**src/rtl/dff_pipe.sv**
```systemverilog
// Parametrised valid/ready register pipeline: DEPTH stages of WIDTH bits, bubbles collapse forward.
// Define DFF_PIPE_RESET_DATA_EN to also clear the data registers on reset.
module dff_pipe #(
  parameter int WIDTH = 8,
  parameter int DEPTH = 4,
  parameter int CW    = $clog2(DEPTH+1)
) (
  input  logic             clk,
  input  logic             rstn,
  input  logic             flush,
  input  logic             in_valid,
  output logic             in_ready,
  input  logic [WIDTH-1:0] in_data,
  output logic             out_valid,
  input  logic             out_ready,
  output logic [WIDTH-1:0] out_data,
  output logic [CW-1:0]    count
);

  logic [DEPTH-1:0]            v, adv, vin;
  logic [DEPTH-1:0][WIDTH-1:0] d, din;
  logic                        acc, xfer;

  // A stage may advance if it is empty or everything downstream of it moves.
  always_comb begin
    adv = '0;
    adv[DEPTH-1] = !v[DEPTH-1] | out_ready;
    for (int i = DEPTH-2; i >= 0; i--) adv[i] = !v[i] | adv[i+1];
  end

  assign in_ready  = adv[0] & !flush;
  assign acc       = in_valid & in_ready;
  assign xfer      = v[DEPTH-1] & out_ready;
  assign out_valid = v[DEPTH-1];
  assign out_data  = d[DEPTH-1];

  always_comb begin
    vin    = '0;
    din    = '0;
    vin[0] = acc;
    din[0] = in_data;
    for (int i = 1; i < DEPTH; i++) begin
      vin[i] = v[i-1];
      din[i] = d[i-1];
    end
  end

  always_ff @(posedge clk) begin
    if (!rstn) begin
      v     <= '0;
      count <= '0;
    end else if (flush) begin
      v     <= '0;
      count <= '0;
    end else begin
      for (int i = 0; i < DEPTH; i++)
        if (adv[i]) v[i] <= vin[i];
      count <= count + CW'(acc) - CW'(xfer);
    end
  end

  // Data only toggles when a valid word moves in; bubbles leave d untouched.
`ifdef DFF_PIPE_RESET_DATA_EN
  always_ff @(posedge clk) begin
    if (!rstn) d <= '0;
    else
      for (int i = 0; i < DEPTH; i++)
        if (adv[i] && vin[i]) d[i] <= din[i];
  end
`else
  always_ff @(posedge clk) begin
    for (int i = 0; i < DEPTH; i++)
      if (adv[i] && vin[i]) d[i] <= din[i];
  end
`endif

endmodule

```
**config.mk**
```make
export PLATFORM = sky130hd
export DESIGN_NAME = dff_pipe
export DESIGN_NICKNAME = d
export VERILOG_FILES = /design/src/rtl/dff_pipe.sv
export SDC_FILE = /design/constraint.sdc
export NUM_CORES = 1
export LEC_CHECK = 0
export CELL_PAD_IN_SITES_DETAIL_PLACEMENT = 0
export CELL_PAD_IN_SITES_GLOBAL_PLACEMENT = 2
export CORE_ASPECT_RATIO = 2
export CORE_MARGIN = 10
export CORE_UTILIZATION = 36
export DETAILED_ROUTE_END_ITERATION = 6
export PLACE_DENSITY = 0.77
export SLEW_MARGIN = 25
export SYNTH_ARGS = -nofsm -noshare
export SYNTH_HDL_FRONTEND = slang
export SYNTH_SLANG_ARGS = --single-unit
```
**constraint.sdc**
```tcl
create_clock -name clk -period 2.7 [get_ports clk]
set_clock_uncertainty 0.2 [all_clocks]
set_input_delay 0.27 -clock clk [delete_from_list [all_inputs] [get_ports clk]]
set_output_delay 0.27 -clock clk [all_outputs]
set_load 0.02 [all_outputs]
```
# [Word level (Yosys, flattened, before mapping)]
# Index checks and enable logic that the tools add are counted.
[word_totals] mem_bits_rw=0 inputBits=13 latch_bits=0 rom_bits=0 elab_cells=29 reg_bits=39 n_memories=0
[classes] mux=0 div=0 reduce_logical=10 n_shift=0 order_cmp=0 bitwise_logic=8 n_mul=0 eq_ne=0 add_sub_neg=2
[op_table] operator="1-bit zero test" count=5
[op_table] operator="1-bit logical AND" count=4
[op_table] operator="1-bit OR" count=4
[op_table] operator="3-bit by 1-bit adder with 3-bit output" count=1
[op_table] operator="1-bit AND" count=3
[op_table] operator="3-bit by 1-bit subtractor with 3-bit output" count=1
[op_table] operator="2-bit OR reduction" count=1
[op_table] operator="1-bit inverter" count=1

# [Logic depth before layout (Yosys ltp)]
# Gate-level depths: netlist of run 1.
[depth] depth_word=9 depth_mapped=9

# [Least setup slack after synthesis of run 1]
# OpenSTA, ideal clock, no wires.
[synth_path] kind="register to register" startpoint="register v[3]" endpoint="register count[2]" synth_period_minus_slack_ns=2.175 t_required_ns=2.383 setup_time_ns=0.117 stages_incl_launch_ff=10 arrival_time_ns=1.858 setup_slack_ns=0.525 cell_sequence="dfxtp_1 > nand4b_2 > o21ai_0 > ha_1 > inv_1 > ha_1 > inv_1 > fa_1 > xnor3_1 > nor2_1"
[synth_via] elab_chain_len=9 word_cells_on_any_way=10 cone_classes="add/sub: 2; bitwise: 7; reduce/logical: 1"
[synth_lines] item="start, declared" line="20" rtl="logic [DEPTH-1:0] v, adv, vin;"
[synth_lines] item="start signal, assigned by index" line="57" rtl="if (adv[i]) v[i] <= vin[i];"
[synth_lines] item="1-bit zero test" line="27" rtl="adv[DEPTH-1] = !v[DEPTH-1] | out_ready;"
[synth_lines] item="1-bit OR" line="27"
[synth_lines] item="1-bit OR (3 in a row)" line="28" rtl="for (int i = DEPTH-2; i >= 0; i--) adv[i] = !v[i] | adv[i+1];"
[synth_lines] item="1-bit AND" line="31" rtl="assign in_ready = adv[0] & !flush;"
[synth_lines] item="1-bit AND" line="32" rtl="assign acc = in_valid & in_ready;"
[synth_lines] item="3-bit by 1-bit adder with 3-bit output" line="58" rtl="count <= count + CW'(acc) - CW'(xfer);"
[synth_lines] item="3-bit by 1-bit subtractor with 3-bit output *" line="58"
[synth_lines] item="end signal, assigned" line="58"
[synth_lines] item="end, declared" line="17" rtl="output logic [CW-1:0] count"
# Every way passes the cells marked *; elsewhere a longest branch is shown, timed or not.
# A chain may end at the register's enable or synchronous reset.

# [Worst setup path in the final report of run 1]
[layout_path] startpoint="input out_ready" endpoint="register count[2]"
[layout_via] elab_chain_len=8 word_cells_on_any_way=9 cone_classes="add/sub: 2; bitwise: 7"
[layout_lines] item="start, declared" line="15" rtl="input logic out_ready,"
[layout_lines] item="1-bit OR" line="27"
[layout_lines] item="1-bit OR (3 in a row)" line="28"
[layout_lines] item="1-bit AND" line="31"
[layout_lines] item="1-bit AND" line="32"
[layout_lines] item="3-bit by 1-bit adder with 3-bit output" line="58"
[layout_lines] item="3-bit by 1-bit subtractor with 3-bit output *" line="58"
# Marks and branches as above.

==> metrics.md, run 1 <==
| Metric | Value |
|---|---|
| Run status | finished clean |
| Cell at the slowest stage of the critical path | sky130_fd_sc_hd__clkdlybuf4s50_1 |
| # DRC | 0 |
| Peak fanout along the critical path | 5 |
| Die Ht | 108 µm |
| Fraction of final layout cells sized beyond drive strength 1 | 0.125 |
| Number of nets in the layout | 119 |
| Placed Cells incl. Taps | 147 |
| Data arrival time of the critical path | 2.28 ns |
| Core ar. | 0.00380 mm² |
| Row count | 32 |
| First-pass GRT wire length | 3000 µm |
| Post-synthesis instance total | 78 |
| Count of buffering cells on the critical path with inverters included | 3 |
| Number of hold buffers added after cts | 0 |
| Sequential cell area fraction in the yosys report | 0.790 |
| Cell area after technology mapping | 0.00139 mm² |
| TritonCTS Buffers | 5 |
| Iter 0 DRT Violations | 8 |
| Kind of capture point of the worst setup path | register |
| Layout area overhead | 28.3% |
| Routed vias/inst | 4.18 |
| Full die area | 0.00691 mm² |
| Total routed wirelength | 1850 µm |
| Largest incremental delay on the critical path | 0.46 ns |
| Area of the multi-input gates | 210 µm² |
| Worst Hold Margin | 0.221 ns |
| Cell-by-cell trace of the critical path | clkdlybuf4s50_1 > nand4b_2 > o21ai_0 > ha_1 > inv_1 > ha_1 > inv_1 > fa_1 > xnor3_1 > nor2_1 |
| Register clock-pin slew on the reported worst setup and hold paths | 0.07 ns |
| Count of cells resized by post-cts repair | 0 |
| Sinks on the clock net | 39 |
| Vias in the first global route | 715 |
| Remaining number of nets flagged by the antenna check after routing | 0 |
| Detailed Routing Iterations Pass 1 | 3 |
| Final number of max-transition violations | 0 |
| Maximum level of the CTS H-tree | 2 |
| Number of fill cells in the layout | 336 |
| Total inserted antenna cells | 0 |
| Clock tree from TritonCTS | yes |
| Layout Cell Area excl Fill | 0.00179 mm² |
| Routed wire per std cell | 12.0 µm |
| Required time of the critical path | 2.67 ns |
| Final weighted congestion in routability-driven placement | 0.759 |
| Total nets after synthesis | 94 |
| Maximum number of pins on one net before global-route repair | 13 |
| Fin Setup TNS | 0 ns |
| Relative slew slack | 0.582 |
| Critical path's top delay family | adder cells |
| Vias after detailed routing | 648 |
| Horiz. Die Dim | 64 µm |
| Number of I/O port buffers | 25 |
| Number of hold violations in the final report | 0 |
| Static leakage | 0.624 nW |
| Maximum clock frequency | 434 MHz |
| Class of the tightest hold or removal check | reg -> reg |
| Seq cells post-synth | 39 |
| Post-synthesis cell type count | 20 |
| Number of max-cap violations | 0 |
| Overall Global Routing Usage | 0.0575 |
| Worst IR Drop VDD | 627 µV |
| Slew at the pin with the worst max-slew slack | 0.624 ns |
| Critical path type | in -> reg |
| DP Area | 0.00166 mm² |
| Buffers inserted by post-CTS timing repair | 0 |
| Period minus WS final | 2.31 ns |
| Effective utilization at floorplan | 0.366 |
| Residual overflow from global routing | 0 |
| Critical Path Source Type | input pin |
| Power density over the cells | 708 mW/mm² |
| Initial antenna violation count | 0 |
| Final cycle utilization of the critical path | 0.854 |
| Mean Syn Cell Area | 17.9 µm² |
| Buffer levels on the longest clock path | 2 |
| Worst-skew pair later-pin latency | 0.28 ns |
| I/O Pins | 26 |
| Detail Placement HPWL | 1450 µm |
| Sequential cell area | 0.00110 mm² |
| CTS root buffer | sky130_fd_sc_hd__clkbuf_8 |
| RSZ-0062 raised after global routing | no |
| Post-Layout Cell Count | 155 |
| Endpoints failing setup | 0 |
| Ys Warns | 0 |
routing by layer:
metal | wire [µm] | track usage
met5 | 0 | 0
met4 | 39 | 0.0330
met3 | 139 | 0.0352
met2 | 1080 | 0.108
met1 | 599 | 0.0412
cell usage in the layout (no fill, tap or decap), types with 2 or more instances in the layout:
cell type and n:
sky130_fd_sc_hd__ha_1 2, sky130_fd_sc_hd__clkbuf_8 5, sky130_fd_sc_hd__inv_1 6, sky130_fd_sc_hd__bufinv_16 2, sky130_fd_sc_hd__nor2_1 4, sky130_fd_sc_hd__and2_1 2
sky130_fd_sc_hd__a21oi_1 4, sky130_fd_sc_hd__clkdlybuf4s50_1 25, sky130_fd_sc_hd__dfxtp_1 7, sky130_fd_sc_hd__edfxtp_1 32, sky130_fd_sc_hd__nand3b_1 2
kinds of logic (layout without fill, tap and decap cells):
kind of cell | after synthesis | in the layout | synth area share
flip-flops | 39 | 39 | 0.790
AND/OR/NAND/NOR | 14 | 14 | 0.0700
adder cells (fa/ha/maj) | 3 | 3 | 0.0323
buffers and inverters | 14 | 40 | 0.0592
XOR/XNOR | 1 | 1 | 0.0162
AO/OA/AOI/OAI | 7 | 7 | 0.0323
Yosys cell counts, drive strengths merged:
cell type,count,share of area
a21boi,1,0.0054
a21oi,4,0.014
and2,3,0.014
and4b,1,0.0081
buf,8,0.043
dfxtp,7,0.10
edfxtp,32,0.69
fa,1,0.014
ha,2,0.018
inv,6,0.016
nand2b,2,0.011
nand3b,2,0.011
nand4b,1,0.011
nor2,4,0.011
nor2b,1,0.0045
o21ai,1,0.0036
o31ai,1,0.0090
xnor3,1,0.016
through the flow:
stage	total power [W]	setup WS (ns)	util
after floorplan	0.000701	0.525	-
after global placement	0.000726	0.163	0.435
after detailed placement	0.000729	0.0718	0.435
after CTS	0.00129	0.387	0.470
after global routing	0.00131	0.245	0.470
final	0.00127	0.393	0.470
report_power, final:
group	leakage, nW	switching, W	internal, W
clock network	0.0654	0.000183	0.000369
logic	0.209	0.0000167	0.0000246
registers	0.349	0.00000507	0.000668
total	0.624	0.000205	0.00106
flip-flops by register name, summed over array words and instances, names as in the netlist:
signal and count:
d 24, count 3, v 4, out_data 8
cell type report:
type,count,area share
sequential,39,0.616
timing repair buffer,26,0.144
multi-input combinational,25,0.118
clock buffer,6,0.0406
tap,51,0.0357
clock inverter,2,0.0336
inverter,6,0.0126
path summary, 6_finish.rpt:
path	start	endpoint	slack, ns	cells after the start
setup / recovery	out_ready	count[2]	0.39	10
hold / removal	d[20]	out_data[4]	0.22	0
setup reg to reg	v[3]	count[2]	0.50	9
hold reg to reg	d[20]	out_data[4]	0.22	0
Power figures use the tool's default switching activity.
==> inputs of run 2 (changes only) <==
Settings changed: SLEW_MARGIN 25 to unset.
==> results of run 2 <==
The final DEF is identical to that of run 1; final timing and power are the same.
